## src/rtl/exp_arb_pkg.sv

```systemverilog
// exp_arb_pkg: shared state encoding and default widths for the exponential-core arbiter
package exp_arb_pkg;
    typedef enum logic [2:0] {IDLE, ISSUE, ARM, WAIT, RESP} arb_state_t;
    localparam int XW_D = 16;
    localparam int RW_D = 18;
endpackage

```

## src/rtl/rr_picker.sv

```systemverilog
// rr_picker: round-robin winner search, first set request at or after ptr with wrap
module rr_picker #(
    parameter  int N  = 4,
    localparam int IW = $clog2(N)
) (
    input  logic [N-1:0]  req,
    input  logic [IW-1:0] ptr,
    output logic          any,
    output logic [IW-1:0] winner
);
    logic [2*N-1:0] dbl;
    always_comb begin
        // the upper copy supplies the wrapped-around candidates below ptr
        dbl = {req, req} & ~((2*N)'((1 << ptr) - 1));
        winner = '0;
        for (int i = 2*N-1; i >= 0; i--)
            if (dbl[i]) winner = IW'(i % N);
        any = |req;
    end
endmodule

```

## src/rtl/exp_arbiter.sv

```systemverilog
// exp_arbiter: shares one exponential core among N requesters in round-robin order,
// sequencing start/done and flagging jobs whose core never completes
module exp_arbiter
    import exp_arb_pkg::*;
#(
    parameter  int N   = 4,
    parameter  int XW  = XW_D,
    parameter  int RW  = RW_D,
    parameter  int TMO = 1023,
    localparam int IW  = $clog2(N),
    localparam int TW  = $clog2(TMO + 1)
) (
    input  logic            clk,
    input  logic            rst,
    input  logic [N-1:0]    req,
    input  logic [N*XW-1:0] req_x,
    output logic [N-1:0]    resp_valid,
    output logic [RW-1:0]   resp_data,
    output logic            resp_err,
    output logic            busy,
    output logic [IW-1:0]   grant_id,
    output logic            exp_start,
    output logic [XW-1:0]   exp_x,
    input  logic            exp_done,
    input  logic [RW-1:0]   exp_result
);
    arb_state_t    state_q;
    logic [IW-1:0] ptr_q, grant_q, winner;
    logic [XW-1:0] x_q;
    logic [TW-1:0] tmo_q;
    logic [RW-1:0] data_q;
    logic [N-1:0]  valid_q;
    logic          err_q, start_q, any;

    rr_picker #(.N(N)) u_pick (
        .req    (req),
        .ptr    (ptr_q),
        .any    (any),
        .winner (winner)
    );

    always_ff @(posedge clk) begin
        if (!rst) begin
            state_q <= IDLE;
            ptr_q   <= '0;
            grant_q <= '0;
            x_q     <= '0;
            tmo_q   <= '0;
            data_q  <= '0;
            err_q   <= 1'b0;
            valid_q <= '0;
            start_q <= 1'b0;
        end else begin
            case (state_q)
                IDLE: if (any) begin
                    grant_q <= winner;
                    x_q     <= req_x[winner*XW +: XW];
                    start_q <= 1'b1;
                    state_q <= ISSUE;
                end
                ISSUE: begin
                    start_q <= 1'b0;
                    state_q <= ARM;
                end
                // done is still high from the previous idle period until the core samples start
                ARM: begin
                    tmo_q   <= '0;
                    state_q <= WAIT;
                end
                WAIT: if (exp_done) begin
                    data_q  <= exp_result;
                    err_q   <= 1'b0;
                    valid_q <= N'(1) << grant_q;
                    state_q <= RESP;
                end else if (tmo_q == TW'(TMO)) begin
                    data_q  <= '0;
                    err_q   <= 1'b1;
                    valid_q <= N'(1) << grant_q;
                    state_q <= RESP;
                end else begin
                    tmo_q <= tmo_q + 1'b1;
                end
                RESP: begin
                    valid_q <= '0;
                    ptr_q   <= grant_q == IW'(N - 1) ? '0 : grant_q + 1'b1;
                    state_q <= IDLE;
                end
                default: state_q <= IDLE;
            endcase
        end
    end

    assign resp_valid = valid_q;
    assign resp_data  = data_q;
    assign resp_err   = err_q;
    assign busy       = state_q != IDLE;
    assign grant_id   = grant_q;
    assign exp_start  = start_q;
    assign exp_x      = x_q;
endmodule

```

## config.mk

```make
export PLATFORM = sky130hd
export DESIGN_NAME = exp_arbiter
export DESIGN_NICKNAME = d
export VERILOG_FILES = /design/src/rtl/exp_arb_pkg.sv /design/src/rtl/rr_picker.sv /design/src/rtl/exp_arbiter.sv
export SDC_FILE = /design/constraint.sdc
export NUM_CORES = 1
export LEC_CHECK = 0
export CORE_ASPECT_RATIO = 1.5
export CORE_UTILIZATION = 40
export DETAILED_ROUTE_END_ITERATION = 10
export PLACE_DENSITY = 0.77
export SETUP_SLACK_MARGIN = 0.05
export SLEW_MARGIN = 20
export SYNTH_ARGS = -nofsm -noshare
export SYNTH_HDL_FRONTEND = slang
export SYNTH_SLANG_ARGS = --single-unit
```

## constraint.sdc

```tcl
create_clock -name clk -period 2.78 [get_ports clk]
set_input_delay 0.834 -clock clk [delete_from_list [all_inputs] [get_ports clk]]
set_output_delay 0.834 -clock clk [all_outputs]
set_load 0.02 [all_outputs]
```

==> results.json <==
{
  "muxShareOfSynthArea_pct": 6.894,
  "result_of_the_run": "finished, final reports clean",
  "grtUsageTotal_pct": 22.21,
  "detail-route-antenna-nets": 0,
  "worst-endpoint-arrival_ns": 1.70,
  "syn2layout_area_growth_pct": 54.12,
  "yosys.cell_types.count": 51,
  "finalWorstSetupSlack_ns": 0.2466,
  "tightestPinTransition_ns": 0.6761,
  "path_clk_slew_ns": 0.07,
  "layout.cell_area.non_filler_um2": 4700,
  "setup_viol": 0,
  "netlist.area_leader.share_pct": 37.42,
  "synth_xor_xnor_area_share_pct": 1.149,
  "cts_hold_buffers": 0,
  "worst_r2r_path_depth": 9,
  "numPortBuffers": 131,
  "pre_cts_ws_ns": -0.1190,
  "timing.max_cap.violations": 0,
  "critPathRequiredTime_ns": 1.95,
  "vias": 3009,
  "fin_tns_setup_ns": 0,
  "grt_max_degree": 34,
  "largest_family_of_logic_cells_by_synthesized_area": "simple AND/OR/NAND/NOR gates",
  "post_route_utilization_pct": 64.18,
  "layout-drive-gt1-share_pct": 13.84,
  "post_dp_cell_area_um2": 4496,
  "synth_seq_area_share_pct": 37.42,
  "num_antenna_cells": 0,
  "timing.reg2reg.setup_slack_ns": 0.45,
  "grt_pass1_wl_um": 13440,
  "detail_route.vias_per_cell": 5.215,
  "timing.critical_path.to_type": "output port",
  "cellPowerDensity_nw_per_um2": 465.1,
  "crit_path_max_fanout": 9,
  "dieWidth_um": 73.29,
  "syn_nets": 427,
  "overflow": 0,
  "criticalPathCategory": "reg2out",
  "synth.largest_area_cell": "sky130_fd_sc_hd__dfxtp_1",
  "detailedRoute.firstIterationViolations": 151,
  "min_period_ns": 2.533,
  "vias_in_the_first_global_route": 3100,
  "floorplan.die_area_um2": 7983,
  "synthSimpleGateAreaFrac_pct": 27.29,
  "yosys.area_share.adder_pct": 2.462,
  "hp-start": "exp_x[14]$_SDFFE_PN0P_",
  "final_min_period_over_clock_period_pct": 91.13,
  "grt_setup_unrepaired": "false",
  "min_path_type": "reg2reg",
  "totalPowerFinal_mw": 2.186,
  "clock_path_buffers": 2,
  "core-area_um2": 7322,
  "r2r_path_start": "ptr_q[1]$_SDFFE_PN0P_",
  "postRouteWirelength_um": 8249,
  "start_util_pct": 41.64,
  "avgRoutedWirePerCell_um": 14.30,
  "nets": 567,
  "top_cells_by_area_synth": "sky130_fd_sc_hd__dfxtp_1 37%, sky130_fd_sc_hd__mux2i_1 6.9%, sky130_fd_sc_hd__a22oi_1 4.7%",
  "synth_ff_type": "sky130_fd_sc_hd__dfxtp_1",
  "fin_worst_skew_ns": 0.004325,
  "die_h_um": 108.9,
  "dpl.hpwl_um": 6410,
  "syn_avg_cell_area_um2": 9.184,
  "fraction_of_the_mapped_netlist_area_in_compound_gates_pct": 19.90,
  "final_cells": 577,
  "post_synth_inst_count": 332,
  "cts_tree": "built",
  "peakVddDrop_uv": 249.5,
  "total_leakage_power_nw": 1.732,
  "maxSlewViolCount": 0,
  "grt_antenna_before_repair": 0,
  "timing.rr.end": "exp_x[13]$_SDFFE_PN0P_",
  "slew_headroom_pct": 54.93,
  "count_leader_synth": "sky130_fd_sc_hd__dfxtp_1",
  "drc_errors": 0,
  "number_of_top_level_pins": 132,
  "floorplan.rows": 38,
  "holdPathStages": 2,
  "ys_ff_latch": 57,
  "cts.sinks": 57,
  "root_buffer": "sky130_fd_sc_hd__clkbuf_8",
  "cts_resized": 0,
  "hold_slack_ns": 0.4845,
  "start_kind": "flip-flop",
  "tritoncts.num_buffers": 9,
  "number_of_hold_violations_in_the_final_report": 0,
  "timing.fmax_mhz": 394.7,
  "asyncSetResetFlopFracSynth_pct": 0,
  "clkLatencyLatePin_ns": 0.34,
  "synth_enable_flop_cells": 0,
  "first_pass_iters": 4,
  "netlist_area_pre_place_um2": 3049,
  "placed_cells_incl_taps": 560,
  "synth.top_cells.by_count": "57 x sky130_fd_sc_hd__dfxtp_1, 26 x sky130_fd_sc_hd__nand2_1, 24 x sky130_fd_sc_hd__nor2_1, 22 x sky130_fd_sc_hd__nor2b_1, 21 x sky130_fd_sc_hd__mux2i_1",
  "weighted_congestion_reported_at_the_end_of_routability_driven_placement": 0.7765,
  "whs_endpoint": "exp_x[14]$_SDFFE_PN0P_",
  "cts_htree_levels": 3,
  "synth_warnings": 0
}
## timing repair
action	in CTS	in global routing
hold endpoints to repair	0	0
setup buffers	0	1
setup endpoints to repair	0	3
## metal layers
layer	GRT usage (%)	vias up	share of wire [%]
met2	41.07	131	52
met5	0	-	0
li1	-	1496	-
met4	11.90	0	3.1
met3	6.007	20	7.0
met1	21.97	1362	38
## worst max path at each step
stage               cells past startpoint               startpoint                      to  slack [ns]
floorplan                               8                   req[1]  exp_x[10]$_SDFFE_PN0P_        0.58
global placement                        7                   req[0]   exp_x[6]$_SDFFE_PN0P_       -0.38
detailed placement                      8                   req[0]   exp_x[8]$_SDFFE_PN0P_       -0.12
CTS                                     8                   req[0]  exp_x[15]$_SDFFE_PN0P_        0.23
global route                            7                   req[0]  exp_x[14]$_SDFFE_PN0P_        0.06
finish                                  2  state_q[0]$_SDFFE_PN0P_                    busy        0.25
## placed cells by master, fill, tap and decap left out, types with 8 or more instances in the layout
| cell | n |
|---|---|
| sky130_fd_sc_hd__clkdlybuf4s50_1 | 131 |
| sky130_fd_sc_hd__nor2b_1 | 22 |
| sky130_fd_sc_hd__nor2_1 | 24 |
| sky130_fd_sc_hd__nand3_1 | 8 |
| sky130_fd_sc_hd__and3_4 | 8 |
| sky130_fd_sc_hd__and3_1 | 11 |
| sky130_fd_sc_hd__o211ai_1 | 17 |
| sky130_fd_sc_hd__o21ai_2 | 11 |
| sky130_fd_sc_hd__dfxtp_1 | 57 |
| sky130_fd_sc_hd__a22oi_1 | 19 |
| sky130_fd_sc_hd__nand2_1 | 26 |
| sky130_fd_sc_hd__buf_4 | 17 |
| sky130_fd_sc_hd__nand4_1 | 14 |
| sky130_fd_sc_hd__mux2i_1 | 21 |
| sky130_fd_sc_hd__clkbuf_8 | 10 |
## area by class of cell
type / instances / area, µm²
Fill cell: 645 / 2623
Multi-Input combinational cell: 250 / 1759
Timing Repair Buffer: 149 / 1459
Sequential cell: 57 / 1141
Clock buffer: 11 / 141.4
Tap cell: 100 / 125.1
Clock inverter: 5 / 55.05
Inverter: 5 / 18.77
## power breakdown
group	switching, mW	internal, mW	total, mW	leakage (nW)
sequential	0.0332	0.863	0.896	0.464
combinational	0.233	0.289	0.522	1.17
clock	0.333	0.435	0.768	0.0953
total	0.599	1.59	2.19	1.73
## sequential cells by signal, indices dropped and copies added, names as in the netlist
register / cells
tmo_q: 10
resp_data: 18
resp_valid: 4
state_q: 3
grant_id: 2
ptr_q: 2
resp_err: 1
exp_x: 16
exp_start: 1
## kinds of logic after synthesis
logic type               Yosys count
AND/OR/NAND/NOR                  139
AO/OA/AOI/OAI                     80
flip-flops                        57
buffers and inverters             25
multiplexers                      21
adder cells (fa/ha/maj)            6
XOR/XNOR                           4
## critical path, cell delays in order, from the launching register on
cell and delay [ns]:
sky130_fd_sc_hd__dfxtp_1 0.39, sky130_fd_sc_hd__or3_4 0.42, sky130_fd_sc_hd__clkdlybuf4s50_1 0.55
Note: power is estimated with default switching activity, not from simulation.
